$ cat config.mk
export PLATFORM = sky130hd
export DESIGN_NAME = apb_cfg_master
export DESIGN_NICKNAME = d
export VERILOG_FILES = /design/src/rtl/apb_cfg_master.sv
export SDC_FILE = /design/constraint.sdc
export NUM_CORES = 1
export LEC_CHECK = 0
export CORE_MARGIN = 8
export CORE_UTILIZATION = 55
export CTS_BUF_LIST = sky130_fd_sc_hd__clkbuf_8
export DETAILED_ROUTE_END_ITERATION = 8
export DONT_BUFFER_PORTS = 1
export GPL_TIMING_DRIVEN = 0
export PLACE_DENSITY = 0.7
export SYNTH_ARGS = -nofsm -noshare
export SYNTH_HDL_FRONTEND = slang
export SYNTH_SLANG_ARGS = --single-unit
$ cat constraint.sdc
create_clock -name PCLK -period 5.6 [get_ports PCLK]
set_input_delay 0.84 -clock PCLK [delete_from_list [all_inputs] [get_ports PCLK]]
set_output_delay 0.84 -clock PCLK [all_outputs]
set_load 0.005 [all_outputs]
$ cat src/rtl/apb_cfg_master.sv
// apb_cfg_master: APB requester driving the TPU configuration register slave.
// Define CFG_MASTER_DONE_POLL_EN to build read-until-done polling commands.
module apb_cfg_master #(
   parameter int ADDR_W         = 8,
   parameter int DATA_W         = 32,
   parameter int TIMEOUT_CYCLES = 16,
   parameter int POLL_BIT       = 31,
   parameter int POLL_LIMIT     = 1024
) (
   input  logic              PCLK,
   input  logic              PRESETn,
   input  logic              cmd_valid,
   output logic              cmd_ready,
   input  logic              cmd_write,
   input  logic              cmd_poll,
   input  logic [ADDR_W-1:0] cmd_addr,
   input  logic [DATA_W-1:0] cmd_wdata,
   output logic              rsp_valid,
   output logic [DATA_W-1:0] rsp_rdata,
   output logic              rsp_err,
   output logic              busy,
   output logic [ADDR_W-1:0] PADDR,
   output logic              PWRITE,
   output logic              PSEL,
   output logic              PENABLE,
   output logic [DATA_W-1:0] PWDATA,
   input  logic [DATA_W-1:0] PRDATA,
   input  logic              PREADY
);

   typedef enum logic [1:0] {IDLE, SETUP, ACCESS, GAP} state_t;
   localparam int TW = $clog2(TIMEOUT_CYCLES + 1);

   state_t            state, state_n;
   logic [TW-1:0]     tmo, tmo_n;
   logic [ADDR_W-1:0] paddr_n;
   logic [DATA_W-1:0] pwdata_n, rdata_n;
   logic              pwrite_n, psel_n, penable_n;
   logic              rsp_valid_n, rsp_err_n;

`ifdef CFG_MASTER_DONE_POLL_EN
   localparam int PW = $clog2(POLL_LIMIT + 1);
   logic          poll, poll_n, again, again_n;
   logic [PW-1:0] pcnt, pcnt_n;
`else
   localparam int unused_cfg = POLL_BIT + POLL_LIMIT;
   logic unused_poll;
   assign unused_poll = cmd_poll;
`endif

   assign cmd_ready = PRESETn && (state == IDLE);
   assign busy      = (state != IDLE);

   always_comb begin
      state_n     = state;
      tmo_n       = tmo;
      paddr_n     = PADDR;
      pwdata_n    = PWDATA;
      pwrite_n    = PWRITE;
      psel_n      = 1'b0;
      penable_n   = 1'b0;
      rsp_valid_n = 1'b0;
      rsp_err_n   = 1'b0;
      rdata_n     = '0;
`ifdef CFG_MASTER_DONE_POLL_EN
      poll_n  = poll;
      again_n = 1'b0;
      pcnt_n  = pcnt;
`endif
      unique case (state)
         IDLE: begin
            if (cmd_valid) begin
               state_n  = SETUP;
               psel_n   = 1'b1;
               paddr_n  = cmd_addr;
               pwdata_n = cmd_wdata;
               pwrite_n = cmd_write;
`ifdef CFG_MASTER_DONE_POLL_EN
               poll_n = cmd_poll & ~cmd_write;
               pcnt_n = '0;
`endif
            end
         end
         SETUP: begin
            state_n   = ACCESS;
            psel_n    = 1'b1;
            penable_n = 1'b1;
            tmo_n     = '0;
         end
         ACCESS: begin
            psel_n    = 1'b1;
            penable_n = 1'b1;
            if (PREADY) begin
               state_n     = GAP;
               psel_n      = 1'b0;
               penable_n   = 1'b0;
               rsp_valid_n = 1'b1;
               rdata_n     = PWRITE ? '0 : PRDATA;
`ifdef CFG_MASTER_DONE_POLL_EN
               // done bit still clear: retry silently until the read budget runs out
               if (poll && !PRDATA[POLL_BIT]) begin
                  if (pcnt == PW'(POLL_LIMIT - 1)) begin
                     rsp_err_n = 1'b1;
                  end else begin
                     rsp_valid_n = 1'b0;
                     rdata_n     = '0;
                     again_n     = 1'b1;
                     pcnt_n      = pcnt + PW'(1);
                  end
               end
`endif
            end else if (tmo == TW'(TIMEOUT_CYCLES - 1)) begin
               state_n     = GAP;
               psel_n      = 1'b0;
               penable_n   = 1'b0;
               rsp_valid_n = 1'b1;
               rsp_err_n   = 1'b1;
            end else begin
               tmo_n = tmo + TW'(1);
            end
         end
         GAP: begin
            state_n = IDLE;
`ifdef CFG_MASTER_DONE_POLL_EN
            if (again) begin
               state_n = SETUP;
               psel_n  = 1'b1;
            end
`endif
         end
         default: state_n = IDLE;
      endcase
   end

   always_ff @(posedge PCLK or negedge PRESETn) begin
      if (!PRESETn) begin
         state     <= IDLE;
         tmo       <= '0;
         PADDR     <= '0;
         PWDATA    <= '0;
         PWRITE    <= 1'b0;
         PSEL      <= 1'b0;
         PENABLE   <= 1'b0;
         rsp_valid <= 1'b0;
         rsp_err   <= 1'b0;
         rsp_rdata <= '0;
      end else begin
         state     <= state_n;
         tmo       <= tmo_n;
         PADDR     <= paddr_n;
         PWDATA    <= pwdata_n;
         PWRITE    <= pwrite_n;
         PSEL      <= psel_n;
         PENABLE   <= penable_n;
         rsp_valid <= rsp_valid_n;
         rsp_err   <= rsp_err_n;
         rsp_rdata <= rdata_n;
      end
   end

`ifdef CFG_MASTER_DONE_POLL_EN
   always_ff @(posedge PCLK or negedge PRESETn) begin
      if (!PRESETn) begin
         poll  <= 1'b0;
         again <= 1'b0;
         pcnt  <= '0;
      end else begin
         poll  <= poll_n;
         again <= again_n;
         pcnt  <= pcnt_n;
      end
   end
`endif

endmodule

==> impl_metrics.py <==
metrics = {
    "floorplan": {
        "core.rowCount": 27,
        "die_w_um": 91.14,
        "die_area_um2": 8307,
        "core_um2": 5473,
        "fp.dieH_um": 91.14,
        "start_util": 0.5674,
        "io_pins": 157,
    },
    "clocking": {
        "numCtsBuffers": 9,
        "root_buffer": "clkbuf_8",
        "cts.htree.levels": 3,
        "cts_tree": "built",
        "ctsHoldBuffers": 0,
        "clock-sinks": 84,
        "cts.reportedPaths.clkPinSlew_ns": 0.08,
        "cts_resized": 0,
        "clock_path_buffers": 2,
        "clk_latency_ns": 0.34,
        "post_cts_buffers": 0,
    },
    "timing": {
        "finalSetupTns_ns": 0,
        "maxSlewViolCount": 0,
        "rsz0062_at_grt": "no",
        "holdWs_ns": 0.1848,
        "setup_ws_ns": 3.481,
        "hold_viol_final": 0,
        "maxClockFrequency_mhz": 471.9,
        "finalCriticalPeriod_ns": 2.119,
        "tightest_slew_ns": 0.3629,
        "fin_skew_ns": 0.007680,
        "maxSlewHeadroom": 0.7570,
        "finalCritPeriodShare": 0.3784,
        "setup_viol": 0,
    },
    "global_route": {
        "grtUsageTotal": 0.1646,
        "grt_pass1_vias": 1886,
        "antenna_found_initial": 0,
        "grt_overflow_total": 0,
        "grt_start_max_net_pins": 86,
        "grt_pass1_wl_um": 10450,
    },
    "job": {
        "maxCapViolCount": 0,
    },
    "cells_and_area": {
        "area_delta_synth_final_pct": 10.60,
        "mostFrequentLayoutCell": "dfrtp_1",
        "final_cell_mix": "dfrtp_1 (84), mux2_2 (41), and2_1 (33)",
        "fillers": 432,
        "antenna_cells": 0,
        "drive_gt1_frac": 0.2870,
        "fin_nets": 304,
    },
    "pwr": {
        "clkPwrFrac": 0.268,
        "irDropWorstVdd_mv": 0.2365,
        "power.density_nw_per_um2": 545.8,
        "leakagePower_nw": 1.637,
        "seq_power_share": 0.521,
        "p_int_mw": 1.342,
        "fin_total_pwr_mw": 1.875,
        "switching_share": 0.2840,
        "p_sw_mw": 0.5323,
        "p_comb_frac": 0.211,
    },
    "synth": {
        "synth.distinct_cells": 24,
        "syn_avg_cell_area_um2": 14.93,
        "syn-instance-count": 208,
        "yosys_register_bits": 84,
        "netlist_area_um2": 3105,
        "ys_seq_area_frac": 0.6769,
        "synthesis.nets": 293,
        "yosysWarnings": 0,
    },
    "critical_path": {
        "r2r_cells": 7,
        "cp_max_fo": 4,
        "endpoint_kind": "output pin",
        "worstPathRequired_ns": 4.76,
        "worstSetupStartpointType": "register",
        "path_class": "register to output pin",
        "arrival_ns": 1.28,
    },
    "drt": {
        "drtAntennaViolNets": 0,
        "wl_per_cell_um": 23.04,
        "wl_met1_um": 2234,
        "vias": 1624,
        "dr_wl_met2_um": 3624,
        "first_iter_violations": 81,
        "firstDrtPassIters": 3,
        "drc": 0,
        "routed-wl-met3_um": 821,
        "dr.max_layer_used": "met4",
        "wl_um": 6797,
        "viasPerCell": 5.505,
    },
    "placed_design": {
        "dp.final_hpwl_um": 5381,
        "globalplace.congestion": 0.7138,
        "numPortBuffers": 0,
        "pre_cts_ws_ns": 3.510,
    },
    "run_status": {
        "status": "finished clean",
    },
    "worst_hold_path": {
        "hp-class": "primary input to asynchronous set/reset pin",
    },
}
[per-layer routing]
layer / up-vias / GRT usage
met2: 88 / 0.2908
met1: 816 / 0.1496
met3: 9 / 0.09383
met5: - / 0
met4: 0 / 0.07367
li1: 711 / -
[Yosys cell counts]
cell / number / area [um^2]
dfrtp_1: 84 / 2102
mux2_2: 41 / 461.7
and2_1: 33 / 206.5
ha_1: 7 / 87.58
inv_1: 6 / 22.52
buf_2: 5 / 25.02
nand2_1: 5 / 18.77
nor2_1: 5 / 18.77
clkbuf_1: 3 / 11.26
nand3_1: 3 / 15.01
mux2i_1: 2 / 20.02
o21ai_0: 2 / 10.01
a21oi_1: 1 / 5.000
a221oi_1: 1 / 8.760
a31o_2: 1 / 8.760
and3_1: 1 / 6.260
mux2_4: 1 / 15.01
nand2b_1: 1 / 6.260
nand4_1: 1 / 6.260
nor2b_1: 1 / 6.260
nor3b_1: 1 / 7.510
nor3b_2: 1 / 12.51
o21a_4: 1 / 15.01
or3b_1: 1 / 8.760
[area by class of cell]
| cell class | instances | area (um^2) | share of cell area |
|---|---|---|---|
| Buffer | 8 | 36.28 | 0.01056 |
| Clock buffer | 10 | 137.6 | 0.04007 |
| Clock inverter | 5 | 101.3 | 0.02951 |
| Sequential cell | 84 | 2102 | 0.6120 |
| Multi-Input combinational cell | 110 | 944.7 | 0.2750 |
| Tap cell | 72 | 90.09 | 0.02623 |
| Inverter | 6 | 22.52 | 0.006557 |
[sequential cells by signal (all words and copies together), names as in the netlist]
name,flops
PWDATA,32
rsp_valid,1
state,2
PADDR,8
tmo,5
PWRITE,1
rsp_rdata,32
rsp_err,1
PSEL,1
PENABLE,1
[worst max-delay path: stages (launching register included)]
cell and delay (ns):
dfrtp_1 0.41, inv_1 0.15, ha_1 0.22, and2_1 0.16
[power by group through the flow]
stage	clock network [mW]	logic [mW]	registers, mW
after global placement	0	0.363	0.986
after CTS	0.512	0.403	0.986
after global routing	0.537	0.437	1.00
after floorplan	0	0.329	0.928
after detailed placement	0	0.404	0.998
final	0.502	0.396	0.977
[cells by family after synthesis]
| family | count (synthesis) | share of synthesized area |
|---|---|---|
| fa+ha+maj | 7 | 0.02820 |
| buf+inv | 14 | 0.01893 |
| simple gates | 53 | 0.1007 |
| compound gates | 6 | 0.01531 |
| flops | 84 | 0.6769 |
| mux | 44 | 0.1599 |
[through the flow]
| stage | instances | instance area [um^2] | util |
|---|---|---|---|
| 2_1_floorplan | 208 | 3105 | - |
| 3_3_place_gp | 280 | 3196 | 0.5839 |
| 3_5_place_dp | 280 | 3196 | 0.5839 |
| 4_1_cts | 295 | 3435 | 0.6276 |
| 5_1_grt | 295 | 3435 | 0.6276 |
| 6_report | 295 | 3435 | 0.6276 |
[worst paths after layout]
check / from / endpoint / slack [ns]
max reg2reg: tmo[0]$_DFFE_PN0P_ / state[1]$_DFFE_PN0P_ / 3.49
max: state[0]$_DFFE_PN0P_ / cmd_ready / 3.48
min reg2reg: tmo[3]$_DFFE_PN0P_ / tmo[3]$_DFFE_PN0P_ / 0.50
min in group PCLK: tmo[3]$_DFFE_PN0P_ / tmo[3]$_DFFE_PN0P_ / 0.50
max in group asynchronous: PRESETn / PWDATA[28]$_DFFE_PN0P_ / 5.29
min: PRESETn / rsp_rdata[17]$_DFF_PN0_ / 0.18
(Power assumes the default switching activity.)
